`src/rtl/mul_operand_feeder.sv`:
```
// mul_operand_feeder
//   Streams `count` FP16 operand pairs from two synchronous-read operand
//   memories (A and B) into the multiply stage. Reads are prefetched into a
//   2-entry FIFO, so one pair can move per cycle while the stage stays ready.
//
// Ports
//   clk, rst            clock; synchronous active-low reset
//   start               command strobe, sampled only when busy=0
//   baseA, baseB        first A / B read address of the command
//   count               number of pairs (0 .. 2^ADDR_W)
//   busy                command in progress (RUN or FIN)
//   done                one-cycle pulse after the last pair is accepted
//   memRd               read enable shared by both memories
//   memA_addr/memB_addr read addresses (wrap modulo 2^ADDR_W)
//   memA_data/memB_data read data, valid the cycle after memRd
//   srcReady            operand pair valid toward the multiply stage
//   readyForInput       multiply stage can accept
//   in_A, in_B          operand pair (FIFO head)
//   fsm_state           current controller state, for observation
//
// Handshake: a pair transfers on every rising edge where srcReady=1 and
// readyForInput=1. Once srcReady is high it stays high, and in_A/in_B stay
// unchanged, until that transfer happens.
module mul_operand_feeder #(
  parameter int DATA_W = 16,
  parameter int ADDR_W = 8
) (
  input  logic              clk,
  input  logic              rst,
  input  logic              start,
  input  logic [ADDR_W-1:0] baseA,
  input  logic [ADDR_W-1:0] baseB,
  input  logic [ADDR_W:0]   count,
  output logic              busy,
  output logic              done,
  output logic              memRd,
  output logic [ADDR_W-1:0] memA_addr,
  output logic [ADDR_W-1:0] memB_addr,
  input  logic [DATA_W-1:0] memA_data,
  input  logic [DATA_W-1:0] memB_data,
  output logic              srcReady,
  input  logic              readyForInput,
  output logic [DATA_W-1:0] in_A,
  output logic [DATA_W-1:0] in_B,
  output logic [1:0]        fsm_state
);

  localparam logic [1:0] IDLE = 2'd0;
  localparam logic [1:0] RUN  = 2'd1;
  localparam logic [1:0] FIN  = 2'd2;

  localparam logic [ADDR_W:0] CNT_ONE  = (ADDR_W+1)'(1);
  localparam logic [ADDR_W:0] CNT_ZERO = '0;

  logic [1:0]        state;
  logic [ADDR_W-1:0] base_a;
  logic [ADDR_W-1:0] base_b;
  logic [ADDR_W:0]   cnt;
  logic [ADDR_W:0]   issued;
  logic [ADDR_W:0]   accepted;
  logic              inflight;   // a read was issued last cycle; its data lands this edge

  logic [DATA_W-1:0] fifo_a [2];
  logic [DATA_W-1:0] fifo_b [2];
  logic              wr_ptr;
  logic              rd_ptr;
  logic [1:0]        occ;

  logic              pop;
  logic              push;
  logic [2:0]        slots_used; // occupancy + in-flight after this cycle's pop

  assign srcReady  = (occ != 2'd0);
  assign in_A      = fifo_a[rd_ptr];
  assign in_B      = fifo_b[rd_ptr];
  assign pop       = srcReady && readyForInput;
  assign push      = inflight;

  // Counting the pop in the same cycle lets a read replace the pair
  // leaving the FIFO, which is what sustains one pair per cycle.
  assign slots_used = {1'b0, occ} + {2'b00, inflight} - {2'b00, pop};

  assign memRd     = (state == RUN) && (issued < cnt) && (slots_used < 3'd2);
  assign memA_addr = base_a + issued[ADDR_W-1:0];
  assign memB_addr = base_b + issued[ADDR_W-1:0];

  assign busy      = (state == RUN) || (state == FIN);
  assign done      = (state == FIN);
  assign fsm_state = state;

  always_ff @(posedge clk) begin
    if (!rst) begin
      state    <= IDLE;
      base_a   <= '0;
      base_b   <= '0;
      cnt      <= '0;
      issued   <= '0;
      accepted <= '0;
      inflight <= 1'b0;
      wr_ptr   <= 1'b0;
      rd_ptr   <= 1'b0;
      occ      <= 2'd0;
      for (int i = 0; i < 2; i++) begin
        fifo_a[i] <= '0;
        fifo_b[i] <= '0;
      end
    end else begin
      inflight <= memRd;
      if (memRd) begin
        issued <= issued + CNT_ONE;
      end

      if (push) begin
        fifo_a[wr_ptr] <= memA_data;
        fifo_b[wr_ptr] <= memB_data;
        wr_ptr         <= ~wr_ptr;
      end

      if (pop) begin
        rd_ptr   <= ~rd_ptr;
        accepted <= accepted + CNT_ONE;
      end

      occ <= occ + {1'b0, push} - {1'b0, pop};

      case (state)
        IDLE: begin
          if (start) begin
            base_a   <= baseA;
            base_b   <= baseB;
            cnt      <= count;
            issued   <= '0;
            accepted <= '0;
            state    <= (count == CNT_ZERO) ? FIN : RUN;
          end
        end
        RUN: begin
          // Leave on the edge of the final transfer so done follows it directly.
          if (pop && ((accepted + CNT_ONE) == cnt)) begin
            state <= FIN;
          end
        end
        FIN: begin
          state <= IDLE;
        end
        default: begin
          state <= IDLE;
        end
      endcase
    end
  end

endmodule

```
`config.mk`:
```
export PLATFORM = sky130hd
export DESIGN_NAME = mul_operand_feeder
export DESIGN_NICKNAME = d
export VERILOG_FILES = /design/src/rtl/mul_operand_feeder.sv
export SDC_FILE = /design/constraint.sdc
export NUM_CORES = 1
export LEC_CHECK = 0
export ABC_AREA = 1
export CAP_MARGIN = 20
export CORE_UTILIZATION = 43
export CTS_CLUSTER_SIZE = 25
export DETAILED_ROUTE_END_ITERATION = 8
export PLACE_DENSITY_LB_ADDON = 0.3
export SKIP_LAST_GASP = 1
export SLEW_MARGIN = 20
export SYNTH_ARGS = -nofsm -noshare
export SYNTH_HDL_FRONTEND = slang
export SYNTH_SLANG_ARGS = --single-unit
```
`constraint.sdc`:
```
create_clock -name clk -period 6.2 [get_ports clk]
set_clock_uncertainty 0.15 [all_clocks]
set_input_delay 1.24 -clock clk [delete_from_list [all_inputs] [get_ports clk]]
set_output_delay 1.24 -clock clk [all_outputs]
set_load 0.01 [all_outputs]
```
==> impl_metrics.csv <==
group,metric,value,unit
routing,drc,0,
routing,via_per_inst,4.99,
global_routing,grt_pass1_wl,21600,um
timing,post-route-period-util,85.8,%
timing,worstMarginPinSlew,0.539,ns
floorplanning,fp.dieH,118,um
clock_network,numCtsBuffers,17,
layout,post-route-util,59.7,%
pwr,leakagePower,3.27,nW
critical_path,arrival,3.93,ns
run,drv_cap,0,
critical_path,critPathLaunchType,"input pin",
clock_network,clkSlewWorstSetupHoldPaths,0.05,ns
layout,layout_common_cells,"114 x nor2_1, 114 x clkdlybuf4s50_1, 89 x inv_1",
floorplanning,core.rowCount,41,
logic_synthesis,synthTopCellsByArea,"edfxtp_1 33%, dfxtp_1 18%, nor2_1 7.4%, ha_1 6.3%, mux2_2 6.2%",
critical_path,crit_path_max_fanout,13,
routing,drt_iter0_markers,240,
critical_path,end_kind,"output pin",
clock_network,cts_root_buf,"clkbuf_16",
layout,syn2layout_area_growth,33.1,%
routing,firstDrtPassIters,5,
placement,portBuffers,114,
logic_synthesis,yosys_warnings,0,
min_path,hold_class,"flop to flop",
global_routing,first_global_vias,4696,
clock_network,cts_buffer_depth,2,
timing,fin_hold_ws,0.304,ns
logic_synthesis,synth_top_area_share,33.3,%
logic_synthesis,synth_nets,733,
run_status,outcome,"complete, no violations",
floorplanning,num_io_pins,115,
pwr,cellPowerDensity,330,nW/um^2
floorplanning,die_x,118,um
floorplanning,fp.coreArea,12900,sq um
critical_path,crit_required,4.81,ns
layout,drive_above_1_share,10.5,%
logic_synthesis,netlist_instances,640,
placement,dp_cells,912,
timing,rsz0062_at_grt,"no",
clock_network,cts_setup_buffers,0,
logic_synthesis,synth.distinct_cells,31,
logic_synthesis,syn_area_per_cell,9.03,sq um
routing,vias,4715,
layout,final_nets,852,
timing,fin_ws,0.879,ns
timing,fmax,0.188,GHz
global_routing,grt_max_degree,39,
timing,hold_viol,0,
timing,relSlewSlack,63.7,%
clock_network,cts_resized,0,
logic_synthesis,synth_top_cell_by_area,"edfxtp_1",
layout,diodes,0,
timing,min_period,5.32,ns
logic_synthesis,synth_area,5780,sq um
logic_synthesis,yosysSeqAreaShare,50.9,%
pwr,peakVddDrop,0.166,mV
global_routing,antenna_found_initial,0,
logic_synthesis,ys_ff_latch,115,
placement,hpwlAfterDp,9070,um
clock_network,clock-sinks,115,
clock_network,hold_buffers,0,
placement,gp_congestion,0.874,
clock_network,cts_tree,"built",
global_routing,grt_usage,19.5,%
critical_path,critical_path_class,"input pin to output pin",
floorplanning,initial_core_util,44.9,%
timing,setup_viol,0,
routing,wl,13200,um
clock_network,clkLatencyLatePin,0.41,ns
clock_network,htree_levels,4,
layout,instances_no_fill,944,
placement,dp_slack,0.884,ns
routing,detail-route-antenna-nets,0,
layout,fill_cells,1071,
routing,routedWlPerCell,14.0,um
timing,finalMaxSlewViolations,0,
timing,timing.setup.tns,0,ns
floorplanning,die_area,13900,sq um
global_routing,overflow,0,
==> cell usage after synthesis (all sizes together) <==
cell type	n
nor2	117
inv	89
nand2	78
edfxtp	64
dfxtp	51
a21oi	43
o21ai	41
mux2	32
ha	29
nand3	29
clkbuf	15
xor2	10
buf	9
nand4	5
xnor2	5
nor3	4
fa	3
nand3b	3
o211ai	3
o21bai	3
nor3b	2
nor4	2
a31oi	1
o21a	1
or2	1
==> critical path: stages <==
cell,delay [ns]
clkdlybuf4s50_1,0.46
inv_1,0.04
nor2_1,0.14
ha_1,0.25
inv_1,0.06
ha_1,0.16
fa_1,0.44
nor3b_1,0.21
inv_1,0.09
nor2_1,0.11
buf_4,0.19
clkdlybuf4s50_1,0.56
==> kinds of logic after synthesis <==
family / share of synthesized area (%)
flops: 50.9
compound gates: 8.42
fa+ha+maj: 7.32
xor+xnor: 2.27
buf+inv: 7.53
simple gates: 17.3
mux: 6.24
==> metrics by stage <==
stage                     total power [mW]  instance area (sq um)
after CTS                             2.55                   7690
final                                 2.54                   7690
after floorplan                       1.31                   5780
after global routing                  2.65                   7690
after global placement                1.58                   7110
after detailed placement              1.59                   7110
==> cell type report <==
cell class	count	area (sq um)	area share [%]
sequential	115	2940	38.3
multi-input combinational	412	2400	31.2
timing repair buffer	124	1220	15.8
clock buffer	17	425	5.53
inverter	89	334	4.34
tap	172	215	2.80
clock inverter	15	158	2.05
==> path summary, 6_finish.rpt <==
| check | startpoint | to | depth (start not counted) | slack, ns |
|---|---|---|---|---|
| setup / recovery | readyForInput | memRd | 12 | 0.88 |
| setup reg to reg | occ[1] | issued[4] | 15 | 3.42 |
| hold reg to reg | rd_ptr | rd_ptr | 1 | 0.30 |
| hold / removal | rd_ptr | rd_ptr | 1 | 0.30 |
==> sequential cells by signal, summed over array words and instances (netlist names), named ones only <==
signal     cells
fsm_state      2
inflight       1
base_b         8
fifo_b        32
issued         9
rd_ptr         1
fifo_a        32
base_a         8
accepted       9
cnt            9
occ            2
wr_ptr         1
==> power breakdown <==
part           total, mW  switching [mW]  internal [mW]
Clock              0.958           0.365          0.593
Combinational      0.645           0.320          0.325
Sequential         0.932          0.0494          0.883
Total               2.54           0.735           1.80
==> metal layers <==
metal / routed length (um) / part of all wire, % / track usage [%] / up-vias
li1: - / - / - / 2354
met1: 5910 / 45 / 23.5 / 2205
met2: 6400 / 49 / 33.5 / 139
met3: 690 / 5.2 / 4.89 / 17
met4: 182 / 1.4 / 7.05 / 0
met5: 0 / 0 / 0 / -
(Power assumes the default switching activity.)
==> edit 1, RTL diff (same flow settings) <==
The parameter `DATA_W` goes from 16 to 14.
--- a/src/rtl/mul_operand_feeder.sv
+++ b/src/rtl/mul_operand_feeder.sv
@@ -23,5 +23,5 @@
 // unchanged, until that transfer happens.
 module mul_operand_feeder #(
-  parameter int DATA_W = 16,
+  parameter int DATA_W = 14,
   parameter int ADDR_W = 8
 ) (
Interface: changed (resized in_A, in_B, memA_data and memB_data); port bits go from 115 to 107. No check against the original RTL was run, so the function may have changed too.
==> edit 1 against the original RTL <==
  * Register-to-register slack got worse by 0.02 ns
  * Setup slack got worse by 0.014 ns
  * Area after synthesis fell by 6.1%
  * Utilization fell by 2.3 points
  * Routed wire length fell by 9.3%
  * Final area fell by 9.1%
  * Sequential cell count fell by 8
  * Sequential share of layout area rose by 0.40 points
  * Sequential power fell by 7.3%
  * Non-clock buffer count fell by 8
  * Power fell by 18%
  * Largest power group is now registers
==> edit 1: results (changes against the original RTL) <==
leak pwr 2.980 nW (-9.0%); dpl cells 875 (-4.1%); Final GP Congestion 0.8238 (-5.7%); net count after synthesis 702 (-4.2%); top flop regs fifo_a: 28 flops, fifo_b: 28 flops; Net Sw Frac 30.10% (+1.1 points); met3 WL 605 um (-12%); CTS H-tree lvls 3 (-1); Clk pin slew, worst setup/hold paths 0.08 ns (+0.03 ns); sequential area share after synthesis 49.78% (-1.1 points); vias 4425 (-6.2%); Metal-1 WL 5388 um (-8.8%); synth unique cells 30 (-3.2%); via count of the first global-routing pass 4307 (-8.3%); Inserted Clock Buffers 9 (-8); EDFF count, synth 56 (-13%); clk buf depth 2 (unchanged); detailed-router iteration count before antenna repair 4 (-1); worst slew pin tran 0.5197 ns (-0.01925 ns); IO Port Bufs 106 (-7.0%); GRT Total Usage 18.96% (-0.53 points); asr flop ratio synth 0% (unchanged); fillers 1098 (+2.5%); WP data arrival 3.94 ns (about the same); hpwl dp 8382 um (-7.6%); Syn. warnings 0 (unchanged); synth top area cells edfxtp_1 (31%), dfxtp_1 (19%), nor2_1 (7.3%), ha_1 (6.7%), inv_1 (5.9%); share of layout cells above drive strength 1 8.299% (-2.2 points); status complete, no violations; number of DRC markers in iteration 0 357 (+49%); count of mapped cells out of synthesis 613 (-4.2%); drt via density 4.966 (-0.57%); Worst-Skew Late Latency 0.34 ns (-0.07 ns); CP top delay family buffers and inverters; Post-synth top cells nor2_1 (106), inv_1 (85), nand2_1 (79); routed length on met2 5870 um (-8.3%); Final #Nets 807 (-5.3%); n_diodes 0 (unchanged); peak fanout along the critical path 13 (unchanged); first-pass GRT wire length 19550 um (-9.5%); WL per Instance 13.43 um (-3.9%); dpl ws 0.8829 ns (-0.0007260 ns)
edit 1: area by class of cell:
cell class / instances / share of cell area, %
tap: 168 / 3.006
inverter: 85 / 4.563
timing repair buffer: 116 / 16.25
multi-input combinational: 399 / 33.09
clock buffer: 10 / 3.275
sequential: 107 / 38.65
clock inverter: 6 / 1.163
edit 1: kinds of logic (layout without fill, tap and decap cells):
kind of cell,count (synthesis),count (layout),share of synthesized area (%)
muxes,28,28,5.808
AOI/OAI and AO/OA,91,91,8.896
xor gates and xnor gates,15,15,2.420
DFF,107,107,49.78
buffers and inverters,107,217,7.606
adders and majority gates,32,32,7.790
and+or+nand+nor,233,233,17.70
edit 1: final timing paths:
kind | endpoint | slack, ns | depth (start not counted)
max | memRd | 0.87 | 12
min | rd_ptr$_SDFFE_PN0N_ | 0.31 | 1
max reg2reg | issued[4]$_SDFF_PN0_ | 3.40 | 15
min reg2reg | rd_ptr$_SDFFE_PN0N_ | 0.31 | 1
edit 1: worst register-to-register path: stages, from the launching register on:
cell     delay (ns)
dfxtp_1        0.34
nor2_1         0.13
nor2_1         0.07
ha_1           0.27
inv_1          0.04
ha_1           0.18
fa_1           0.47
nor3b_1        0.22
inv_1          0.08
nor2_1         0.12
buf_4          0.20
inv_1          0.12
nor2_1         0.15
nand2_1        0.07
nand2_1        0.06
nor2_1         0.04
edit 1: power groups by stage:
stage	Sequential (mW)	Combinational (mW)	Clock, mW
4_1_cts	0.864	0.611	0.607
2_1_floorplan	0.867	0.357	0
3_5_place_dp	0.880	0.607	0
5_1_grt	0.874	0.669	0.637
6_report	0.864	0.606	0.598
3_3_place_gp	0.875	0.599	0
edit 1: routing by layer:
metal,vias to the layer above,GRT usage [%]
met4,0,6.494
met5,-,0
met2,134,33.54
met3,8,2.753
li1,2219,-
met1,2064,23.63
edit 1: metrics by stage:
stage / util, % / power [mW] / cell area (um^2)
floorplan: - / 1.225 / 5429
global placement: 54.94 / 1.474 / 6681
detailed placement: 54.94 / 1.487 / 6681
CTS: 57.49 / 2.082 / 6992
global route: 57.49 / 2.180 / 6992
finish: 57.49 / 2.069 / 6992
==> edit 2, RTL diff (config.mk and constraints unchanged) <==
Without the edit above. Make the reset (`rst`) asynchronous in one clocked block. Comments in the files are not updated.
--- a/src/rtl/mul_operand_feeder.sv
+++ b/src/rtl/mul_operand_feeder.sv
@@ -89,5 +89,5 @@
   assign fsm_state = state;
 
-  always_ff @(posedge clk) begin
+  always_ff @(posedge clk or negedge rst) begin
     if (!rst) begin
       state    <= IDLE;
Check against the original RTL: differs if rst is asserted again (counterexample within 4 cycles, from zero or initial values and one cycle with rst low); with rst held inactive, the same outputs for 4 cycles.
==> edit 2 against the original RTL <==
  * Count of clock-buffer cells in the layout grew 3
  * Cell count rose by 13%
  * Area after synthesis grew 3.5%
  * Setup slack improved by 0.14 ns
  * Sequential cell count fell by 1
  * Highest routed layer unchanged
  * Final area is 2.7% higher
  * Critical path type unchanged
  * Routed wire length up 4.5%
  * Utilization is 0.80 points lower
Power is not compared: it rests on default switching activity, and its combinational part moved more than twofold at a synthesized area within 25%.
==> edit 2: results (changes against the original RTL) <==
status complete, no violations; Metal-1 WL 6714 um (+14%); fillers 1236 (+15%); number of DRC markers in iteration 0 322 (+34%); via count of the first global-routing pass 4756 (+1.3%); mux contribution to synthesized area 0% (-6.2 points); hold_sp fifo_b[30]$_DFFE_PN0P_; Compound-Gate Fraction of Synth Area 10.96% (+2.5 points); WP data arrival 3.79 ns (-0.14 ns); count of mapped cells out of synthesis 763 (+19%); drt via density 4.807 (-3.8%); Hold Path Depth 2 (+1); CP max stage delay 0.58 ns (+0.02 ns); worst r2r src occ[1]$_DFF_PN0_; synth unique cells 30 (-3.2%); sequential cell area 2853 um^2 (-3.1%); Non-Filler Instances 1062 (+13%); final worst path period need 5.181 ns (-0.1402 ns); worst slew pin tran 1.077 ns (+0.5377 ns); GRT Total Usage 20.62% (+1.1 points); dpl ws 1.034 ns (+0.1508 ns); net count after synthesis 856 (+17%); Final GP Congestion 0.8391 (-3.9%); post-synthesis xor/xnor area fraction 2.929% (+0.66 points); routed length on met2 6234 um (-2.7%); dpl cells 1031 (+13%); R2R depth 13 (-2); adder-cell share of the synthesized area 7.071% (-0.25 points); Final #Nets 967 (+13%); flop-to-flop setup slack 3.51 ns (+0.09 ns); final wirelength 13780 um (+4.5%); first-pass GRT wire length 23270 um (+7.7%)
## edit 2: power by group through the flow
stage / combinational [mW] / sequential [mW] / clock, mW
2_1_floorplan: 1.10 / 1.27 / 0
3_3_place_gp: 1.83 / 1.32 / 0
3_5_place_dp: 1.85 / 1.33 / 0
4_1_cts: 1.87 / 1.32 / 1.03
5_1_grt: 2.08 / 1.37 / 1.06
6_report: 1.85 / 1.33 / 1.01
## edit 2: logic make-up after synthesis
family | Yosys count
fa+ha+maj | 32
buf+inv | 113
compound gates | 127
flops | 114
xor+xnor | 20
simple gates | 357
## edit 2: area by class of cell
type / instances / area share (%)
clock buffers: 20 / 5.908
clock inverters: 11 / 1.964
inverters: 85 / 4.055
multi-input cells: 536 / 34.18
flip-flops and latches: 114 / 36.12
well taps: 176 / 2.788
repair buffers: 120 / 14.99
## edit 2: metal layers
layer  GRT usage (%)  up-vias
met5               0        -
met3           3.850       18
met4           8.750        0
met2           31.47      126
met1           28.63     2325
li1                -     2636
